<file path="config.mk">
export PLATFORM = sky130hd
export DESIGN_NAME = apu_event_trigger
export DESIGN_NICKNAME = d
export VERILOG_FILES = /design/src/rtl/apu_event_trigger.sv
export SDC_FILE = /design/constraint.sdc
export NUM_CORES = 1
export LEC_CHECK = 0
export CORE_MARGIN = 2
export CORE_UTILIZATION = 50
export CTS_BUF_LIST = sky130_fd_sc_hd__clkbuf_8
export DETAILED_ROUTE_END_ITERATION = 16
export PLACE_DENSITY_LB_ADDON = 0.08
export SYNTH_ARGS = -nofsm -noshare
export SYNTH_HDL_FRONTEND = slang
export SYNTH_SLANG_ARGS = --single-unit
</file>
<file path="constraint.sdc">
create_clock -name clk -period 2.15 [get_ports clk]
set_input_delay 0.215 -clock clk [delete_from_list [all_inputs] [get_ports clk]]
set_output_delay 0.215 -clock clk [all_outputs]
set_load 0.02 [all_outputs]
</file>
<file path="src/rtl/apu_event_trigger.sv">
// Sound-event trigger: edge-detects game events and stretches them into per-channel
// sound enables for HOLD_FRAMES frames. Latency 1 cycle, all outputs registered. No backpressure.
// Optional build macro APU_TRIG_EXCLUSIVE_EN: single active channel with priority preemption.
module apu_event_trigger #(
    parameter int                NUM_CH       = 4,
    parameter int                HOLD_FRAMES  = 2,
    parameter logic [NUM_CH-1:0] SUSTAIN_MASK = {NUM_CH{1'b0}}
) (
    input  logic                      clk,
    input  logic                      reset,
    input  logic                      frame_end,
    input  logic                      test_mode,
    input  logic [NUM_CH-1:0]         event_in,
    output logic [NUM_CH-1:0]         sound_out,
    output logic                      sound_any,
    output logic [$clog2(NUM_CH)-1:0] sound_id,
    output logic [NUM_CH-1:0]         sound_start
);

    localparam int CNT_W = $clog2(HOLD_FRAMES + 1);
    localparam int ID_W  = $clog2(NUM_CH);
    localparam logic [CNT_W-1:0] HOLD_LD = CNT_W'(HOLD_FRAMES);
    localparam logic [CNT_W-1:0] CNT_ONE = CNT_W'(1);

    logic [NUM_CH-1:0] prev;
    logic [NUM_CH-1:0] rise;
    logic [NUM_CH-1:0] acc;
    logic [NUM_CH-1:0] sout_nxt;
    logic [NUM_CH-1:0] start_nxt;
    logic              any_nxt;
    logic [ID_W-1:0]   id_nxt;
    logic [CNT_W-1:0]  cnt     [NUM_CH];
    logic [CNT_W-1:0]  cnt_nxt [NUM_CH];

    assign rise = event_in & ~prev;

`ifdef APU_TRIG_EXCLUSIVE_EN
    // A rise is blocked by any lower channel that is active or rising this cycle.
    always_comb begin
        logic blk;
        blk = 1'b0;
        acc = '0;
        for (int i = 0; i < NUM_CH; i++) begin
            acc[i] = rise[i] & ~blk;
            blk    = blk | rise[i] | (cnt[i] != '0);
        end
    end
`else
    assign acc = rise;
`endif

    always_comb begin
`ifdef APU_TRIG_EXCLUSIVE_EN
        logic kill;
        kill = 1'b0;
`endif
        for (int i = 0; i < NUM_CH; i++) begin
            cnt_nxt[i] = cnt[i];
            if (test_mode) begin
                cnt_nxt[i] = '0;
            end else if (acc[i]) begin
                cnt_nxt[i] = HOLD_LD;
            end else if (frame_end && (cnt[i] != '0)) begin
                // Sustained channels park at 1 while their event is still high.
                if (!(SUSTAIN_MASK[i] && event_in[i] && (cnt[i] == CNT_ONE))) begin
                    cnt_nxt[i] = cnt[i] - CNT_ONE;
                end
            end
`ifdef APU_TRIG_EXCLUSIVE_EN
            if (kill) begin
                cnt_nxt[i] = '0;
            end
            kill = kill | acc[i];
`endif
        end
    end

    always_comb begin
        for (int i = 0; i < NUM_CH; i++) begin
            sout_nxt[i] = test_mode ? event_in[i] : (cnt_nxt[i] != '0);
        end
        start_nxt = sout_nxt & ~sound_out;
        any_nxt   = |sout_nxt;
        id_nxt    = '0;
        for (int i = NUM_CH - 1; i >= 0; i--) begin
            if (sout_nxt[i]) begin
                id_nxt = ID_W'(i);
            end
        end
    end

    always_ff @(posedge clk) begin
        if (reset) begin
            prev        <= '0;
            sound_out   <= '0;
            sound_any   <= 1'b0;
            sound_id    <= '0;
            sound_start <= '0;
            for (int i = 0; i < NUM_CH; i++) begin
                cnt[i] <= '0;
            end
        end else begin
            prev        <= event_in;
            sound_out   <= sout_nxt;
            sound_any   <= any_nxt;
            sound_id    <= id_nxt;
            sound_start <= start_nxt;
            for (int i = 0; i < NUM_CH; i++) begin
                cnt[i] <= cnt_nxt[i];
            end
        end
    end

endmodule

</file>
==> impl_metrics.json, run 1 <==
{
  "seqPwrFrac_pct": 52.3,
  "cts_buffer_depth": 2,
  "power.share.combinational_pct": 17.7,
  "regToRegSetupSlack_ps": 510,
  "swShare_pct": 25.3,
  "portBuffers": 18,
  "postLayoutCellArea_um2": 1290,
  "cts_sinks": 23,
  "grt_usage_pct": 17.7,
  "fmax_mhz": 612,
  "fin_crit_sh_pct": 76.1,
  "fin_util_pct": 66.3,
  "final_common_cell": "dfxtp_1",
  "outcome": "completed",
  "place_area_um2": 1240,
  "async_flop_share_pct": 0,
  "path_class": "flip-flop to flip-flop",
  "synth_area_um2": 1030,
  "reg2reg_to": "sound_any$_SDFF_PP0_",
  "via_count": 782,
  "grt_max_degree": 16,
  "htree_levels": 1,
  "critPathCaptureType": "flip-flop",
  "relSlewSlack_pct": 76.7,
  "synth_largest_area_cell": "dfxtp_1",
  "ys_top_cells_by_area": "dfxtp_1, ha_1, inv_1, nor2b_1, nor3_1",
  "diodes": 0,
  "min_period_ps": 1640,
  "cts_hold_buf": 0,
  "final_nets": 139,
  "clock_power_share_pct": 30.0,
  "dpl.hpwl_um": 1470,
  "coreArea_um2": 1940,
  "hold_ws_ps": 415,
  "hold_path_class": "flip-flop to flip-flop",
  "stdcell_count": 153,
  "rows": 16,
  "critPathLaunchType": "flip-flop",
  "syn_to_final_growth_pct": 25.3,
  "worstMarginPinSlew_ps": 347,
  "dr.pass1.iters": 2,
  "ir_drop_uv": 407,
  "drc_errors": 0,
  "yosysSeqAreaShare_pct": 44.8,
  "drive_gt1_share_pct": 11.9,
  "start_util_pct": 52.9,
  "synth_flop_cell": "dfxtp_1",
  "r2r_cells": 6,
  "die-area_um2": 2430,
  "fp.dieW_um": 49.3,
  "max_stage_delay_ps": 360,
  "clkSlewWorstSetupHoldPaths_ps": 80,
  "finalSetupViolCount": 0,
  "clk_latency_ps": 260,
  "place.gp.congestion": 0.817,
  "syn-num-nets": 117,
  "cp_slowest_cell": "dfxtp_1",
  "p_int_w": 0.000657,
  "min_path_cells": 1,
  "fin_tns_setup_ps": 0,
  "cts_setup_buffers": 0,
  "synth_seq_cells": 23,
  "final_max_slew_viol_count": 0,
  "cp_max_fo": 5,
  "yosysWarnings": 0,
  "io_pins": 19,
  "antenna_found_initial": 0,
  "holdPathEnd": "sound_start[3]$_SDFF_PP0_",
  "wirelength_um": 1870,
  "worst_r2r_startpoint": "cnt[2][0]$_SDFF_PP0_",
  "p_switching_w": 0.000223,
  "avgRoutedWirePerCell_um": 12.2,
  "maxCapViolCount": 0,
  "ant_nets": 0,
  "rsz0062_at_grt": "no",
  "grt_pass1_wl_um": 3340,
  "cts-root-buf": "clkbuf_8",
  "p_leak_nw": 0.473,
  "worstPathRequired_ps": 2290,
  "synth_cells": 105,
  "numCtsBuffers": 3,
  "min_from": "sound_out[3]$_SDFF_PP0_",
  "fin_skew_ps": 2.86,
  "ys_types": 33,
  "syn_avg_cell_area_um2": 9.78,
  "cts-resized-gates": 0,
  "cts_tree": "done",
  "gr-total-overflow": 0,
  "grt_pass1_vias": 777,
  "avgViaCountPerCell": 5.11,
  "synth_top_area_share_pct": 44.8,
  "crit_chain": "inv_1, ha_1, and2b_4, o311a_1, nor4b_4, a31oi_1",
  "drt-initial-drc-count": 11,
  "synth-edff-count": 0,
  "arrival_ps": 1780,
  "final_cell_mix": "dfxtp_1, clkdlybuf4s50_1, inv_1",
  "power_density_nw_per_um2": 684,
  "dp.cells": 149,
  "final-hold-violation-count": 0,
  "die_h_um": 49.3
}
## sequential cells by signal, indices dropped and copies added (netlist names)
| signal | count |
|---|---|
| cnt | 8 |
| prev | 4 |
| sound_out | 4 |
| sound_start | 4 |
| sound_id | 2 |
| sound_any | 1 |
## worst max-delay path, delay by kind of cell, from the launching register on
kind | cells | cell delay (ps)
compound gates | 2 | 460
fa+ha+maj | 1 | 150
buf+inv | 1 | 70
flops | 1 | 360
simple gates | 2 | 470
## worst max path at each step
stage,startpoint,endpoint,slack (ps),cells past startpoint
finish,cnt[2][0]$_SDFF_PP0_,sound_any$_SDFF_PP0_,510,6
global route,cnt[2][0]$_SDFF_PP0_,sound_id[0]$_SDFF_PP0_,320,6
CTS,cnt[2][0]$_SDFF_PP0_,sound_any$_SDFF_PP0_,500,6
detailed placement,frame_end,sound_any$_SDFF_PP0_,320,5
global placement,frame_end,sound_any$_SDFF_PP0_,350,5
floorplan,cnt[3][0]$_SDFF_PP0_,sound_any$_SDFF_PP0_,630,6
## cells by family (layout without fill, tap and decap cells)
logic type	Yosys count	count (layout)	share of synthesized area, %
simple gates	41	41	26.9
fa+ha+maj	4	4	4.87
flops	23	23	44.8
compound gates	21	21	15.6
buf+inv	12	33	4.39
xor+xnor	4	4	3.41
## through the flow
step	total power [W]	worst slack, ps
6_report	0.000880	515
2_1_floorplan	0.000565	632
3_5_place_dp	0.000628	319
4_1_cts	0.000888	501
3_3_place_gp	0.000625	351
5_1_grt	0.000919	318
## cell type report
type                       count  area, um2
clock buffer                   3       41.3
clock inverter                 1       5.00
fill                         173        654
inverter                      10       37.5
multi-input combinational     70        522
sequential                    23        460
tap                           27       33.8
timing repair buffer          19        188
## power by group through the flow
stage	Combinational [W]	Clock, W	Sequential (W)
final	0.000156	0.000264	0.000461
after global routing	0.000170	0.000286	0.000463
after CTS	0.000158	0.000270	0.000461
after detailed placement	0.000157	0	0.000471
after global placement	0.000154	0	0.000471
after floorplan	0.0000773	0	0.000488
## metal layers
metal	vias up	track usage (%)	part of all wire [%]
met2	6	31.5	50
met3	2	3.07	2.3
met1	369	20.9	46
met4	0	7.14	1.4
li1	405	-	-
met5	-	0	0
## synth_stat cells (2+ instances only)
cell and number:
xnor2_1 4, nor3_1 7, clkbuf_1 2, nor2_1 7
a31oi_1 2, ha_1 4, nor2b_1 6, nand2_1 4
o21ai_0 4, nor2b_4 2, nand2b_1 4, a21oi_1 4
nand4b_1 2, inv_1 10, dfxtp_1 23, nor3b_1 3
(Power assumes the default switching activity.)
==> inputs of run 2 (changes only) <==
Clock period 2.15 ns to 1.7 ns, I/O delays scaled along.
==> run 2 against run 1 <==
  * Non-clock buffer count up 7
  * Cell count up 4.6%
  * Critical endpoint unchanged
  * Core utilization up 2.7 points
  * Largest cell class unchanged
==> impl_metrics.json, run 2 (synthesis gave the netlist of run 1 again) <==
{
  "grt_pass1_vias": 847,
  "coreArea_um2": 1940,
  "critPathCaptureType": "flip-flop",
  "fmax_mhz": 618,
  "place.gp.congestion": 0.767,
  "rsz0062_at_grt": "no",
  "die_h_um": 49.3,
  "p_leak_nw": 0.511,
  "critPathLaunchType": "flip-flop",
  "outcome": "completed",
  "grt_use_met1_pct": 22.5,
  "crit_start": "cnt[2][0]$_SDFF_PP0_",
  "regMostFlops": "cnt",
  "rows": 16,
  "avgRoutedWirePerCell_um": 12.4,
  "dr.pass1.iters": 3,
  "cts_tree": "done",
  "drc_errors": 0,
  "stdcell_count": 160,
  "fp.dieW_um": 49.3,
  "final-hold-violation-count": 0,
  "syn_to_final_growth_pct": 30.5,
  "min_period_ps": 1620,
  "worst_r2r_startpoint": "cnt[2][0]$_SDFF_PP0_",
  "drive_gt1_share_pct": 16.5,
  "power_density_nw_per_um2": 837,
  "numCtsBuffers": 3,
  "setup_ws_ps": 82.2,
  "finalSetupViolCount": 0,
  "io_pins": 19,
  "cts-root-buf": "clkbuf_8",
  "cts_setup_buffers": 0,
  "antenna_found_initial": 0,
  "met2_usage_pct": 33.8,
  "final_max_slew_viol_count": 0,
  "dpl.hpwl_um": 1550,
  "clkSlewWorstSetupHoldPaths_ps": 80,
  "worstPathRequired_ps": 1850,
  "via_count": 811,
  "cts_buffer_depth": 2,
  "start_util_pct": 52.9,
  "post-place-ws_ps": -76.4,
  "arrival_ps": 1770,
  "cp_max_fo": 5,
  "gr-total-overflow": 0,
  "grt_pass1_wl_um": 3580,
  "grt_usage_pct": 19.5,
  "ir_drop_uv": 659,
  "final_nets": 146,
  "p_total_w": 0.00112,
  "wirelength_um": 1980,
  "portBuffers": 18,
  "fin_skew_ps": 1.46,
  "final_common_cell": "dfxtp_1",
  "htree_levels": 1,
  "die-area_um2": 2430,
  "dp.cells": 156,
  "top_usage_layer": "met2",
  "clk_latency_ps": 260,
  "final_cell_mix": "dfxtp_1, clkdlybuf4s50_1, inv_1",
  "worstMarginPinSlew_ps": 354,
  "fin_crit_sh_pct": 95.2,
  "grt_max_degree": 16,
  "nFillCells": 171,
  "cts_hold_buf": 0,
  "avgViaCountPerCell": 5.07,
  "largest_reg_flops": 8,
  "cts_sinks": 23,
  "hold_path_class": "flip-flop to flip-flop",
  "diodes": 0,
  "min_from": "sound_out[3]$_SDFF_PP0_",
  "path_class": "flip-flop to flip-flop",
  "maxCapViolCount": 0,
  "drt-initial-drc-count": 3,
  "use_met3_pct": 3.68,
  "ant_nets": 0,
  "relSlewSlack_pct": 76.2
}
## run 2: metrics by stage
stage | hold WS, ps | utilization (%) | instance area, um2 | TNS [ps]
after floorplan | 241 | - | 1030 | 0
after global placement | 400 | 66.6 | 1290 | -36.3
after detailed placement | 412 | 66.6 | 1290 | -119
after CTS | 423 | 68.9 | 1340 | 0
after global routing | 430 | 69.0 | 1340 | 0
final | 419 | 69.0 | 1340 | 0
## run 2: worst max-delay path: stages, from the launching register on
cell     delay [ps]
dfxtp_2         350
inv_1            60
ha_1            160
and2b_4         200
o311a_1         340
nor4b_4         280
a31oi_1         110
## run 2: power breakdown
group	internal, W	switching (W)	total [W]	leakage (nW)
combinational	0.000109	0.000101	0.000210	0.294
sequential	0.000569	0.0000133	0.000582	0.190
clock	0.000161	0.000168	0.000329	0.0269
## run 2: repair_timing
| item | CTS | global route |
|---|---|---|
| endpoints found under the hold margin | 0 | 0 |
| gates resized for setup | 0 | 1 |
| setup endpoints to repair | 0 | 1 |
## run 2: path summary, 6_finish.rpt
path / end / slack, ps / depth (start not counted)
min reg2reg: sound_start[3]$_SDFF_PP0_ / 420 / 1
max reg2reg: sound_any$_SDFF_PP0_ / 80 / 6
max: sound_any$_SDFF_PP0_ / 80 / 6
min: sound_start[3]$_SDFF_PP0_ / 420 / 1
## run 2: cell type report
class | count | area [um2] | area share, %
clock buffers | 3 | 41.3 | 3.08
clock inverters | 1 | 3.75 | 0.280
inverters | 10 | 37.5 | 2.80
multi-input cells | 70 | 522 | 38.9
flip-flops and latches | 23 | 462 | 34.5
well taps | 27 | 33.8 | 2.52
repair buffers | 26 | 240 | 17.9
## run 2: per-layer routing
metal  vias up  wire length, um
met5         -                0
met4         0               46
met3         5               49
met2         9             1020
met1       379              866
li1        418                -
